<file path="config.mk">
export PLATFORM = sky130hd
export DESIGN_NAME = e203_exu_fpu_fmis_disp_flat
export DESIGN_NICKNAME = d
export VERILOG_FILES = /design/src/rtl/e203_fmis_pkg.sv /design/src/rtl/e203_exu_fpu_fmis_disp_if.sv /design/src/rtl/e203_exu_fpu_fmis_ordq.sv /design/src/rtl/e203_exu_fpu_fmis_disp.sv /design/src/flat_wrapper.sv
export SDC_FILE = /design/constraint.sdc
export NUM_CORES = 1
export LEC_CHECK = 0
export CAP_MARGIN = 15
export CORE_ASPECT_RATIO = 1.5
export CORE_MARGIN = 8
export CORE_UTILIZATION = 33
export DETAILED_ROUTE_END_ITERATION = 10
export MAX_ROUTING_LAYER = met4
export PLACE_DENSITY_LB_ADDON = 0.2
export SYNTH_ARGS = -nofsm -noshare
export SYNTH_HDL_FRONTEND = slang
export SYNTH_HIERARCHICAL = 1
export SYNTH_SLANG_ARGS = --single-unit
</file>
<file path="constraint.sdc">
create_clock -name clk -period 3.1 [get_ports clk]
set_input_delay 0.31 -clock clk [delete_from_list [all_inputs] [get_ports clk]]
set_output_delay 0.31 -clock clk [all_outputs]
set_load 0.03 [all_outputs]
</file>
<file path="src/rtl/e203_fmis_pkg.sv">
// Shared constants for the FPU misc-op dispatcher: unit indices and default widths.
package e203_fmis_pkg;

  localparam int unsigned FMIS_U_SGNJ    = 0;
  localparam int unsigned FMIS_U_MV      = 1;
  localparam int unsigned FMIS_U_CVTWS   = 2;
  localparam int unsigned FMIS_U_CVTSW   = 3;
  localparam int unsigned FMIS_U_SQRT    = 4;
  localparam int unsigned FMIS_U_CLASS   = 5;
  localparam int unsigned FMIS_NUM_UNITS = 6;

  localparam int unsigned FMIS_XLEN   = 32;
  localparam int unsigned FMIS_ITAG_W = 2;
  localparam int unsigned FMIS_DEPTH  = 4;
  localparam int unsigned FMIS_UIDX_W = $clog2(FMIS_NUM_UNITS);

endpackage

</file>
<file path="src/rtl/e203_exu_fpu_fmis_disp_if.sv">
// Issue and write-back handshake bundle between the FMIS issuer and the dispatcher.
interface e203_exu_fpu_fmis_disp_if
  import e203_fmis_pkg::*;
#(
  parameter int unsigned NUM_UNITS = FMIS_NUM_UNITS,
  parameter int unsigned XLEN      = FMIS_XLEN,
  parameter int unsigned ITAG_W    = FMIS_ITAG_W
);
  logic                 i_valid;
  logic                 i_ready;
  logic [NUM_UNITS-1:0] i_unit_sel;
  logic [ITAG_W-1:0]    i_itag;
  logic                 flush_pulse;
  logic                 o_valid;
  logic                 o_ready;
  logic [XLEN-1:0]      o_wdat;
  logic                 o_err;
  logic [ITAG_W-1:0]    o_itag;

  modport master (
    output i_valid, i_unit_sel, i_itag, flush_pulse, o_ready,
    input  i_ready, o_valid, o_wdat, o_err, o_itag
  );

  modport slave (
    input  i_valid, i_unit_sel, i_itag, flush_pulse, o_ready,
    output i_ready, o_valid, o_wdat, o_err, o_itag
  );
endinterface

</file>
<file path="src/rtl/e203_exu_fpu_fmis_ordq.sv">
// Issue-order queue: circular FIFO of {uidx, itag, illegal, kill} with flush-kill-all.
module e203_exu_fpu_fmis_ordq #(
  parameter  int unsigned DEPTH  = 4,
  parameter  int unsigned UIDX_W = 3,
  parameter  int unsigned ITAG_W = 2,
  localparam int unsigned AW     = $clog2(DEPTH),
  localparam int unsigned PW     = AW + 1
) (
  input  logic              clk,
  input  logic              rst,
  input  logic              push,
  input  logic [UIDX_W-1:0] push_uidx,
  input  logic [ITAG_W-1:0] push_itag,
  input  logic              push_illegal,
  input  logic              pop,
  input  logic              flush,
  output logic [UIDX_W-1:0] head_uidx,
  output logic [ITAG_W-1:0] head_itag,
  output logic              head_illegal,
  output logic              head_kill,
  output logic [PW-1:0]     count,
  output logic              full,
  output logic              empty
);

  logic [PW-1:0]     wr_ptr, rd_ptr;
  logic [AW-1:0]     wr_idx, rd_idx;
  logic [DEPTH-1:0]  ent_vld, ent_kill, ent_ill;
  logic [DEPTH-1:0]  vld_n, kill_n, ill_n;
  logic [UIDX_W-1:0] ent_uidx [DEPTH];
  logic [ITAG_W-1:0] ent_itag [DEPTH];
  logic              push_ok, pop_ok;

  assign wr_idx  = wr_ptr[AW-1:0];
  assign rd_idx  = rd_ptr[AW-1:0];
  assign empty   = (wr_ptr == rd_ptr);
  assign full    = (wr_ptr[AW] != rd_ptr[AW]) && (wr_idx == rd_idx);
  assign count   = wr_ptr - rd_ptr;
  assign push_ok = push && !full;
  assign pop_ok  = pop && !empty;

  assign head_uidx    = ent_uidx[rd_idx];
  assign head_itag    = ent_itag[rd_idx];
  assign head_illegal = ent_ill[rd_idx];
  assign head_kill    = ent_kill[rd_idx];

  // Flush marks everything live as killed; pop and push then update their own slots.
  always_comb begin
    vld_n  = ent_vld;
    kill_n = ent_kill;
    ill_n  = ent_ill;
    if (flush) kill_n = ent_kill | ent_vld;
    if (pop_ok) begin
      vld_n[rd_idx]  = 1'b0;
      kill_n[rd_idx] = 1'b0;
    end
    if (push_ok) begin
      vld_n[wr_idx]  = 1'b1;
      kill_n[wr_idx] = 1'b0;
      ill_n[wr_idx]  = push_illegal;
    end
  end

  always_ff @(posedge clk) begin
    if (rst) begin
      wr_ptr   <= '0;
      rd_ptr   <= '0;
      ent_vld  <= '0;
      ent_kill <= '0;
      ent_ill  <= '0;
      for (int i = 0; i < DEPTH; i++) begin
        ent_uidx[i] <= '0;
        ent_itag[i] <= '0;
      end
    end else begin
      ent_vld  <= vld_n;
      ent_kill <= kill_n;
      ent_ill  <= ill_n;
      if (push_ok) begin
        ent_uidx[wr_idx] <= push_uidx;
        ent_itag[wr_idx] <= push_itag;
        wr_ptr           <= wr_ptr + PW'(1);
      end
      if (pop_ok) rd_ptr <= rd_ptr + PW'(1);
    end
  end

endmodule

</file>
<file path="src/rtl/e203_exu_fpu_fmis_disp.sv">
// FMIS dispatcher: issues to one-hot selected sub-units, returns results in issue order.
module e203_exu_fpu_fmis_disp
  import e203_fmis_pkg::*;
#(
  parameter  int unsigned NUM_UNITS = FMIS_NUM_UNITS,
  parameter  int unsigned XLEN      = FMIS_XLEN,
  parameter  int unsigned ITAG_W    = FMIS_ITAG_W,
  parameter  int unsigned DEPTH     = FMIS_DEPTH,
  localparam int unsigned UIDX_W    = $clog2(NUM_UNITS),
  localparam int unsigned CNT_W     = $clog2(DEPTH) + 1
) (
  input  logic                      clk,
  input  logic                      rst,
  e203_exu_fpu_fmis_disp_if.slave   bus,
  output logic [NUM_UNITS-1:0]      u_i_valid,
  input  logic [NUM_UNITS-1:0]      u_i_ready,
  input  logic [NUM_UNITS-1:0]      u_o_valid,
  output logic [NUM_UNITS-1:0]      u_o_ready,
  input  logic [NUM_UNITS*XLEN-1:0] u_o_wdat,
  input  logic [NUM_UNITS-1:0]      u_o_err,
  output logic                      busy,
  output logic [CNT_W-1:0]          outstanding
);

  logic              illegal, sel_unit_ready, can_issue, push, pop;
  logic [UIDX_W-1:0] sel_uidx, head_uidx;
  logic [ITAG_W-1:0] head_itag;
  logic              head_illegal, head_kill, kill_eff, q_full, q_empty;

  assign illegal        = (bus.i_unit_sel == '0);
  assign sel_unit_ready = |(bus.i_unit_sel & u_i_ready);
  assign can_issue      = !q_full && !bus.flush_pulse;
  assign bus.i_ready    = can_issue && (sel_unit_ready || illegal);
  assign u_i_valid      = {NUM_UNITS{bus.i_valid && can_issue}} & bus.i_unit_sel;
  assign push           = bus.i_valid && bus.i_ready;
  assign busy           = !q_empty;
  assign kill_eff       = head_kill || bus.flush_pulse;

  // One-hot to index; illegal ops encode as 0 and never route to a unit.
  always_comb begin
    sel_uidx = '0;
    for (int k = 0; k < NUM_UNITS; k++)
      if (bus.i_unit_sel[k]) sel_uidx = sel_uidx | UIDX_W'(k);
  end

  e203_exu_fpu_fmis_ordq #(
    .DEPTH  (DEPTH),
    .UIDX_W (UIDX_W),
    .ITAG_W (ITAG_W)
  ) u_ordq (
    .clk          (clk),
    .rst          (rst),
    .push         (push),
    .push_uidx    (sel_uidx),
    .push_itag    (bus.i_itag),
    .push_illegal (illegal),
    .pop          (pop),
    .flush        (bus.flush_pulse),
    .head_uidx    (head_uidx),
    .head_itag    (head_itag),
    .head_illegal (head_illegal),
    .head_kill    (head_kill),
    .count        (outstanding),
    .full         (q_full),
    .empty        (q_empty)
  );

  // Head routing: live heads forward to write-back, killed heads drain silently.
  always_comb begin
    bus.o_valid = 1'b0;
    bus.o_wdat  = '0;
    bus.o_err   = 1'b0;
    bus.o_itag  = head_itag;
    u_o_ready   = '0;
    pop         = 1'b0;
    if (!q_empty) begin
      if (head_illegal) begin
        if (kill_eff) begin
          pop = 1'b1;
        end else begin
          bus.o_valid = 1'b1;
          bus.o_err   = 1'b1;
          pop         = bus.o_ready;
        end
      end else begin
        for (int k = 0; k < NUM_UNITS; k++) begin
          if (head_uidx == UIDX_W'(k)) begin
            if (kill_eff) begin
              u_o_ready[k] = 1'b1;
              pop          = u_o_valid[k];
            end else begin
              bus.o_valid  = u_o_valid[k];
              bus.o_wdat   = u_o_wdat[k*XLEN +: XLEN];
              bus.o_err    = u_o_err[k];
              u_o_ready[k] = bus.o_ready;
              pop          = u_o_valid[k] && bus.o_ready;
            end
          end
        end
      end
    end
  end

endmodule

</file>
<file path="src/flat_wrapper.sv">
// flat-port wrapper written by rule: the top's interface ports become plain ports
module e203_exu_fpu_fmis_disp_flat import e203_fmis_pkg::*;
#(
  parameter  int unsigned NUM_UNITS = FMIS_NUM_UNITS,
  parameter  int unsigned XLEN      = FMIS_XLEN,
  parameter  int unsigned ITAG_W    = FMIS_ITAG_W,
  parameter  int unsigned DEPTH     = FMIS_DEPTH,
  localparam int unsigned UIDX_W    = $clog2(NUM_UNITS),
  localparam int unsigned CNT_W     = $clog2(DEPTH) + 1
)
  (clk, rst, u_i_valid, u_i_ready, u_o_valid, u_o_ready, u_o_wdat, u_o_err, busy, outstanding, bus_i_valid, bus_i_unit_sel, bus_i_itag, bus_flush_pulse, bus_o_ready, bus_i_ready, bus_o_valid, bus_o_wdat, bus_o_err, bus_o_itag);
  e203_exu_fpu_fmis_disp_if #(.NUM_UNITS(NUM_UNITS), .XLEN(XLEN), .ITAG_W(ITAG_W)) bus_i ();
  input  logic clk;
  input  logic rst;
  output logic [NUM_UNITS-1:0] u_i_valid;
  input  logic [NUM_UNITS-1:0] u_i_ready;
  input  logic [NUM_UNITS-1:0] u_o_valid;
  output logic [NUM_UNITS-1:0] u_o_ready;
  input  logic [NUM_UNITS*XLEN-1:0] u_o_wdat;
  input  logic [NUM_UNITS-1:0] u_o_err;
  output logic busy;
  output logic [CNT_W-1:0] outstanding;
  input wire logic [$bits(bus_i.i_valid)-1:0] bus_i_valid;
  input wire logic [$bits(bus_i.i_unit_sel)-1:0] bus_i_unit_sel;
  input wire logic [$bits(bus_i.i_itag)-1:0] bus_i_itag;
  input wire logic [$bits(bus_i.flush_pulse)-1:0] bus_flush_pulse;
  input wire logic [$bits(bus_i.o_ready)-1:0] bus_o_ready;
  output wire logic [$bits(bus_i.i_ready)-1:0] bus_i_ready;
  output wire logic [$bits(bus_i.o_valid)-1:0] bus_o_valid;
  output wire logic [$bits(bus_i.o_wdat)-1:0] bus_o_wdat;
  output wire logic [$bits(bus_i.o_err)-1:0] bus_o_err;
  output wire logic [$bits(bus_i.o_itag)-1:0] bus_o_itag;
  assign bus_i.i_valid = bus_i_valid;
  assign bus_i.i_unit_sel = bus_i_unit_sel;
  assign bus_i.i_itag = bus_i_itag;
  assign bus_i.flush_pulse = bus_flush_pulse;
  assign bus_i.o_ready = bus_o_ready;
  assign bus_i_ready = bus_i.i_ready;
  assign bus_o_valid = bus_i.o_valid;
  assign bus_o_wdat = bus_i.o_wdat;
  assign bus_o_err = bus_i.o_err;
  assign bus_o_itag = bus_i.o_itag;
  e203_exu_fpu_fmis_disp #(.NUM_UNITS(NUM_UNITS), .XLEN(XLEN), .ITAG_W(ITAG_W), .DEPTH(DEPTH)) u_core (.clk(clk), .rst(rst), .bus(bus_i), .u_i_valid(u_i_valid), .u_i_ready(u_i_ready), .u_o_valid(u_o_valid), .u_o_ready(u_o_ready), .u_o_wdat(u_o_wdat), .u_o_err(u_o_err), .busy(busy), .outstanding(outstanding));
endmodule
</file>
==> impl_summary.log, run 1 <==
[metrics] synthesis-stage register bit count: 40
[metrics] clock buffers created by TritonCTS: 5
[metrics] Final HPWL DP: 16600 um
[metrics] global route total overflow: 0
[metrics] floorplan die area: 16400 sq um
[metrics] CTS H-tree lvls: 2
[metrics] crit path max-delay cell type: sky130_fd_sc_hd__clkdlybuf4s50_1
[metrics] DRT Pass-1 Iters: 4
[metrics] Worst EP required: 2.79 ns
[metrics] clk buf depth: 2
[metrics] Async S/R FF share, synth: 0%
[metrics] top cell type by total area after synthesis: sky130_fd_sc_hd__edfxtp_1
[metrics] final clock skew: 0.00337 ns
[metrics] leakage: 2.71 nW
[metrics] Total GRT Usage: 24.3%
[metrics] violation count after the first detailed-routing iteration: 193
[metrics] buffers plus inverters on the worst setup path: 1
[metrics] cell row count: 50
[metrics] sequential fraction of the synthesis area: 24.3%
[metrics] launching element type of the critical path: register
[metrics] Post-Synthesis Net Count: 749
[metrics] library cells used by synthesis: 57
[metrics] clock latency reported for the late side of the worst-skew pair: 0.29 ns
[metrics] final hold vios: 0
[metrics] Primary FF master, synth: sky130_fd_sc_hd__edfxtp_1
[metrics] fraction of final layout cells with drive strength greater than 1: 17.6%
[metrics] classification of the worst setup path: register to output port
[metrics] Area Growth Syn to Fin: 75.5%
[metrics] number of top-level pins: 276
[metrics] Syn Inst Count: 515
[metrics] layout net count: 1016
[metrics] proportion of netlist area held by the largest area contributor: 14.6%
[metrics] unrepaired setup endpoints after global routing: no
[metrics] area of the multi-input gates: 2860 sq um
[metrics] pin slew with the least headroom to its limit: 0.623 ns
[metrics] routability congestion estimate: 0.947
[metrics] Final period util: 97.5%
[metrics] final period demand of the worst path: 3.02 ns
[metrics] TritonCTS Sinks: 40
[metrics] cell breakdown of the critical path: mux4_2, or3_1, nor3_1, clkdlybuf4s50_1
[metrics] Routed WL: 20500 um
[metrics] DRT antenna net count: 0
[metrics] relative slew slack: 58.5%
[metrics] crit end category: output port
[metrics] post-layout total power: 2.14 mW
[metrics] type of the most critical hold path: register to register
[metrics] largest net degree at the start of global routing: 67
[metrics] number of antenna violations at the first check in global routing: 7
[metrics] Seq. cell area: 1000 sq um
[metrics] final core utilization: 58.7%
[metrics] clock-pin slew reported for the worst setup and hold paths after clock tree synthesis: 0.06 ns
[metrics] largest fanout on the critical path: 5
[metrics] power per unit of standard cell area: 295 nW/um^2
[metrics] mapped cell area: 4120 sq um
[metrics] CP Data Arrival Time: 2.71 ns
[metrics] Avg Vias per Cell: 5.34
[metrics] Setup TNS: 0 ns
[metrics] leading cell types by total area after synthesis: sky130_fd_sc_hd__edfxtp_1 (15%), sky130_fd_sc_hd__dfxtp_1 (9.7%), sky130_fd_sc_hd__mux2_2 (9.6%), sky130_fd_sc_hd__o21ai_0 (6.7%), sky130_fd_sc_hd__nand2b_1 (5.3%)
[metrics] Core ar.: 12300 sq um
[metrics] peak clock frequency supported by timing: 0.331 GHz
[metrics] fill count: 1137
[metrics] Placed Instance Area: 6980 sq um
[metrics] number of remaining DRC errors: 0
[metrics] mean instance size in the synthesized netlist: 8.00 sq um
[metrics] longest individual stage delay on the worst path: 0.74 ns
[metrics] Post-CTS Hold Buffers: 0
[metrics] hold_ws: 0.457 ns
[metrics] Avg WL per Cell: 21.6 um
[metrics] initial core utilization: 33.4%
[metrics] number of enable-type register cells in the synthesized netlist: 20
[metrics] yosys warns: 6
[metrics] PortBufs: 275
[metrics] die width: 107 um
[metrics] Root Buffer: sky130_fd_sc_hd__clkbuf_16
[metrics] post-route cell area: 7230 sq um
[metrics] wire length of the first global-routing pass: 29900 um
[metrics] total number of vias: 5062
[metrics] final slew viol count: 0
[metrics] kind of cell adding the most delay to the critical path: buffers and inverters
[metrics] height of the chip: 153 um
[metrics] Max Cap Violations: 0
[metrics] Peak supply drop: 0.000310 V
[metrics] CTS tree: done
[metrics] vias in the first global route: 5171
[metrics] result of the run: finished, final reports clean
[metrics] final setup violating endpoints: 0
==> synthesized netlist by cell type, types with 13 or more instances <==
master	count
sky130_fd_sc_hd__o21ai_0	55
sky130_fd_sc_hd__and2_1	13
sky130_fd_sc_hd__nand2b_1	35
sky130_fd_sc_hd__and3_1	15
sky130_fd_sc_hd__nor2_1	18
sky130_fd_sc_hd__dfxtp_1	20
sky130_fd_sc_hd__clkbuf_1	15
sky130_fd_sc_hd__a31oi_1	32
sky130_fd_sc_hd__mux2_2	35
sky130_fd_sc_hd__a21oi_1	41
sky130_fd_sc_hd__o21ai_1	42
sky130_fd_sc_hd__nand2_1	50
sky130_fd_sc_hd__buf_2	14
sky130_fd_sc_hd__edfxtp_1	20
==> worst paths after layout <==
check / from / end / slack [ns] / depth (start not counted)
setup / recovery: u_core/u_ordq/rd_ptr[0] / u_o_ready[3] / 0.08 / 4
hold / removal: u_core/u_ordq/ent_vld[2] / u_core/u_ordq/ent_vld[2] / 0.46 / 2
setup reg to reg: register / u_core/u_ordq/rd_ptr[2] / 0.25 / 11
hold reg to reg: u_core/u_ordq/ent_vld[2] / u_core/u_ordq/ent_vld[2] / 0.46 / 2
==> per-layer routing <==
layer / up-vias / global-route usage, % / wire length, um
met1: 2357 / 24.8 / 7600
met3: 33 / 8.00 / 1990
met4: 0 / 10.9 / 655
li1: 2447 / - / -
met5: - / - / 0
met2: 225 / 40.8 / 10200
==> cell usage in the layout (no fill, tap or decap), drive strengths merged, types with 3 or more instances in the layout <==
cell and instances:
o22ai 3, inv 9, nand2b 35, ha 10
and2 13, edfxtp 20, o211a 3, nand2 50
nor3 8, a21oi 43, mux2 38, nor4 6
nor2 19, buf 68, a21boi 3, nor2b 3
and3 15, a21o 3, clkdlybuf4s50 236, mux4 7
clkbuf 5, o21ai 97, a31oi 32, dfxtp 20
diode 9, mux2i 8
==> registers in the layout, indices dropped and copies added (netlist names), named ones only <==
signal	count
u_core/u_ordq/ent_uidx	12
u_core/u_ordq/ent_itag	8
u_core/u_ordq/ent_ill	4
u_core/u_ordq/ent_kill	4
u_core/u_ordq/ent_vld	4
u_core/u_ordq/rd_ptr	3
u_core/u_ordq/wr_ptr	3
==> kinds of logic (layout without fill, tap and decap cells) <==
family	Yosys count	count (layout)	share of synthesized area, %
AO/OA/AOI/OAI	197	197	27.7
XOR/XNOR	3	3	1.00
adder cells (fa/ha/maj)	11	11	3.52
buffers and inverters	52	320	6.74
flip-flops	40	40	24.3
multiplexers	53	53	16.3
other	0	9	0
AND/OR/NAND/NOR	159	159	20.5
==> worst reg2reg max path, delay by kind of cell, from the launching register on <==
kind                   cells  cell delay, ns
multiplexers               3            1.21
AND/OR/NAND/NOR            4            0.58
buffers and inverters      3            0.54
flip-flops                 1            0.37
AO/OA/AOI/OAI              1            0.05
==> where the power goes <==
group	internal, mW	switching (mW)	total (mW)
Sequential	0.576	0.0102	0.586
Clock	0.382	0.214	0.596
Combinational	0.511	0.442	0.953
Total	1.47	0.666	2.14
==> cell type report <==
class                      count  share of cell area, %
timing repair buffer         304                   40.8
multi-input combinational    423                   39.5
sequential                    40                   13.9
tap                          156                   2.70
clock buffer                   5                   1.73
clock inverter                 3                  0.640
inverter                       8                  0.415
antenna                        9                  0.311
==> what timing repair did <==
item | in CTS | in global routing
pin swaps | 0 | 0
setup buffers | 3 | 3
endpoints found under the setup margin | 7 | 6
hold endpoints to repair | 0 | 0
gates resized for setup | 1 | 3
==> stage by stage <==
step                      setup WS, ns  std cells
after floorplan                 0.0640        515
after global placement           0.263        925
after detailed placement         0.253        925
after CTS                       0.0227        936
after global routing            0.0152        948
final                           0.0767        948
Power figures use the tool's default switching activity.
==> run 2, diff against run 1 <==
Settings changed: CTS_CLUSTER_SIZE set to 28.
==> results of run 2 <==
The final DEF is identical to that of run 1; final timing and power are the same.
==> run 3, diff against run 2 <==
--- a/config.mk
+++ b/config.mk
@@ -10,6 +10,7 @@
 export CORE_MARGIN = 8
 export CORE_UTILIZATION = 33
-export CTS_CLUSTER_SIZE = 28
+export CTS_CLUSTER_SIZE = 8
 export DETAILED_ROUTE_END_ITERATION = 10
+export GPL_ROUTABILITY_DRIVEN = 0
 export MAX_ROUTING_LAYER = met4
 export PLACE_DENSITY_LB_ADDON = 0.2
==> constraint.sdc (replaced) <==
create_clock -name clk -period 3.1 [get_ports clk]
set_input_delay 0.465 -clock clk [delete_from_list [all_inputs] [get_ports clk]]
set_output_delay 0.465 -clock clk [all_outputs]
set_load 0.03 [all_outputs]
==> run 3 against run 2 <==
  * First-iteration DRC count fell by 7.8%
  * Fmax is 0.40% lower
  * Register-to-register slack hardly changed
  * Via count increased by 2.3%
  * Highest routed layer unchanged
  * Largest power group unchanged
  * Sequential cell count stayed put
  * Clock power decreased by 18%
  * Hold slack got worse by 0.0023 ns
  * Non-clock buffer count is 8 higher
  * Wire length rose by 2.8%
  * Power is 2.9% lower
==> impl_summary.log, run 3 (synthesized netlist as in run 1, its figures left out) <==
[metrics] result of the run: finished, final reports clean
[metrics] final period demand of the worst path: 3.04 ns
[metrics] post-place setup slack: 0.122 ns
[metrics] DRT Pass-1 Iters: 4
[metrics] register containing the most flip-flops in the final layout: u_core/u_ordq/ent_uidx
[metrics] leakage: 2.83 nW
[metrics] Final period util: 97.9%
[metrics] relative slew slack: 64.1%
[metrics] peak clock frequency supported by timing: 0.329 GHz
[metrics] most common cell after layout, fill and taps aside: sky130_fd_sc_hd__clkdlybuf4s50_1
[metrics] Max Cap Violations: 0
[metrics] die width: 107 um
[metrics] final slew viol count: 0
[metrics] cell row count: 50
[metrics] clock latency reported for the late side of the worst-skew pair: 0.28 ns
[metrics] initial core utilization: 33.4%
[metrics] type of the most critical hold path: register to register
[metrics] Root Buffer: sky130_fd_sc_hd__clkbuf_16
[metrics] DRT antenna net count: 0
[metrics] Avg Vias per Cell: 5.41
[metrics] floorplan die area: 16400 sq um
[metrics] Peak supply drop: 0.000357 V
[metrics] CTS tree: done
[metrics] total number of vias: 5176
[metrics] clock buffers created by TritonCTS: 5
[metrics] clock-pin slew reported for the worst setup and hold paths after clock tree synthesis: 0.05 ns
[metrics] global route total overflow: 0
[metrics] launching element type of the critical path: register
[metrics] CP Data Arrival Time: 2.57 ns
[metrics] largest fanout on the critical path: 6
[metrics] power per unit of standard cell area: 279 nW/um^2
[metrics] number of top-level pins: 276
[metrics] pin slew with the least headroom to its limit: 0.539 ns
[metrics] Routed WL: 21000 um
[metrics] TritonCTS Sinks: 40
[metrics] clk buf depth: 2
[metrics] hold_ws: 0.455 ns
[metrics] Core ar.: 12300 sq um
[metrics] classification of the worst setup path: register to output port
[metrics] Final HPWL DP: 16200 um
[metrics] wire length of the first global-routing pass: 30300 um
[metrics] Total GRT Usage: 24.4%
[metrics] slack of the critical path: 0.0645 ns
[metrics] Worst EP required: 2.63 ns
[metrics] CTS H-tree lvls: 2
[metrics] Area Growth Syn to Fin: 80.4%
[metrics] fill count: 1091
[metrics] final setup violating endpoints: 0
[metrics] largest registers: u_core/u_ordq/ent_uidx x12, u_core/u_ordq/ent_itag x8
[metrics] highest-count cells in the layout ignoring fill and taps: sky130_fd_sc_hd__clkdlybuf4s50_1 (233), sky130_fd_sc_hd__buf_4 (63), sky130_fd_sc_hd__o21ai_1 (50)
[metrics] Seq. cell area: 1010 sq um
[metrics] layout net count: 1026
[metrics] largest net degree at the start of global routing: 64
[metrics] final hold vios: 0
[metrics] Avg WL per Cell: 22.0 um
[metrics] area of the multi-input gates: 2940 sq um
[metrics] crit end category: output port
[metrics] Post-CTS Hold Buffers: 0
[metrics] PortBufs: 275
[metrics] fraction of final layout cells with drive strength greater than 1: 19.3%
[metrics] violation count after the first detailed-routing iteration: 178
[metrics] number of antenna violations at the first check in global routing: 7
[metrics] number of flip-flops in the largest register: 12
[metrics] final clock skew: 0.00324 ns
[metrics] number of remaining DRC errors: 0
[metrics] vias in the first global route: 5243
[metrics] height of the chip: 153 um
[run 3: cell types whose count changed in the layout (fill, tap and decap cells not counted), moves of 2 or more]
cell                              previous run  this run
sky130_fd_sc_hd__o21ai_0                    55        47
sky130_fd_sc_hd__o21ai_1                    42        50
sky130_fd_sc_hd__clkbuf_16                   5         8
sky130_fd_sc_hd__clkdlybuf4s50_1           236       233
sky130_fd_sc_hd__buf_4                      61        63
sky130_fd_sc_hd__buf_6                       1         3
sky130_fd_sc_hd__clkinv_2                    0         2
sky130_fd_sc_hd__dfxtp_1                    19        17
sky130_fd_sc_hd__diode_2                     9         7
sky130_fd_sc_hd__dlymetal6s2s_1              0         2
sky130_fd_sc_hd__mux4_2                      6         8
[run 3: final timing paths]
path	slack, ns	end	start	depth (start not counted)
worst max-delay path	0.06	bus_o_err	register	6
worst min-delay path	0.45	u_core/u_ordq/ent_vld[2]	u_core/u_ordq/ent_vld[2]	2
worst max register to register	0.26	u_core/u_ordq/rd_ptr[0]	register	9
worst min register to register	0.45	u_core/u_ordq/ent_vld[2]	u_core/u_ordq/ent_vld[2]	2
[run 3: power breakdown]
part / total [mW] / internal (mW) / switching [mW]
Combinational: 1.00 / 0.541 / 0.458
Sequential: 0.585 / 0.576 / 0.00928
Clock: 0.488 / 0.292 / 0.196
[run 3: worst max-delay path, cell delays in order (launching register included)]
cell and delay (ns):
sky130_fd_sc_hd__dfxtp_4 0.40, sky130_fd_sc_hd__mux4_4 0.76, sky130_fd_sc_hd__buf_4 0.19, sky130_fd_sc_hd__mux2_2 0.27
sky130_fd_sc_hd__o32ai_1 0.34, sky130_fd_sc_hd__a2111oi_2 0.13, sky130_fd_sc_hd__buf_4 0.19
[run 3: per-layer routing]
layer / up-vias / global-route usage (%) / routed length, um
li1: 2472 / - / -
met5: - / - / 0
met3: 41 / 8.38 / 2170
met2: 242 / 40.7 / 10600
met1: 2421 / 25.1 / 7450
met4: 0 / 11.0 / 775
[run 3: area by class of cell]
type / instances / share of cell area (%)
clock buffer: 5 / 1.68
multi-input combinational: 425 / 39.5
sequential: 40 / 13.6
tap: 156 / 2.63
inverter: 8 / 0.404
antenna: 7 / 0.236
clock inverter: 3 / 0.185
timing repair buffer: 312 / 41.8
[run 3: stage by stage]
| stage | power (mW) | instance area (sq um) | std cells | setup TNS, ns | utilization (%) |
|---|---|---|---|---|---|
| after global placement | 1.53 | 7020 | 927 | 0 | 57.0 |
| final | 2.07 | 7430 | 956 | 0 | 60.3 |
| after CTS | 2.05 | 7240 | 941 | 0 | 58.7 |
| after global routing | 2.17 | 7430 | 956 | -0.00469 | 60.3 |
| after detailed placement | 1.54 | 7020 | 927 | 0 | 57.0 |
| after floorplan | 1.06 | 4130 | 515 | 0 | - |
[run 3: what timing repair did]
item	4_1_cts	5_1_grt
gates resized for setup	3	23
pin swaps	0	2
setup buffers	5	4
gates cloned	1	4
endpoints found under the setup margin	12	38
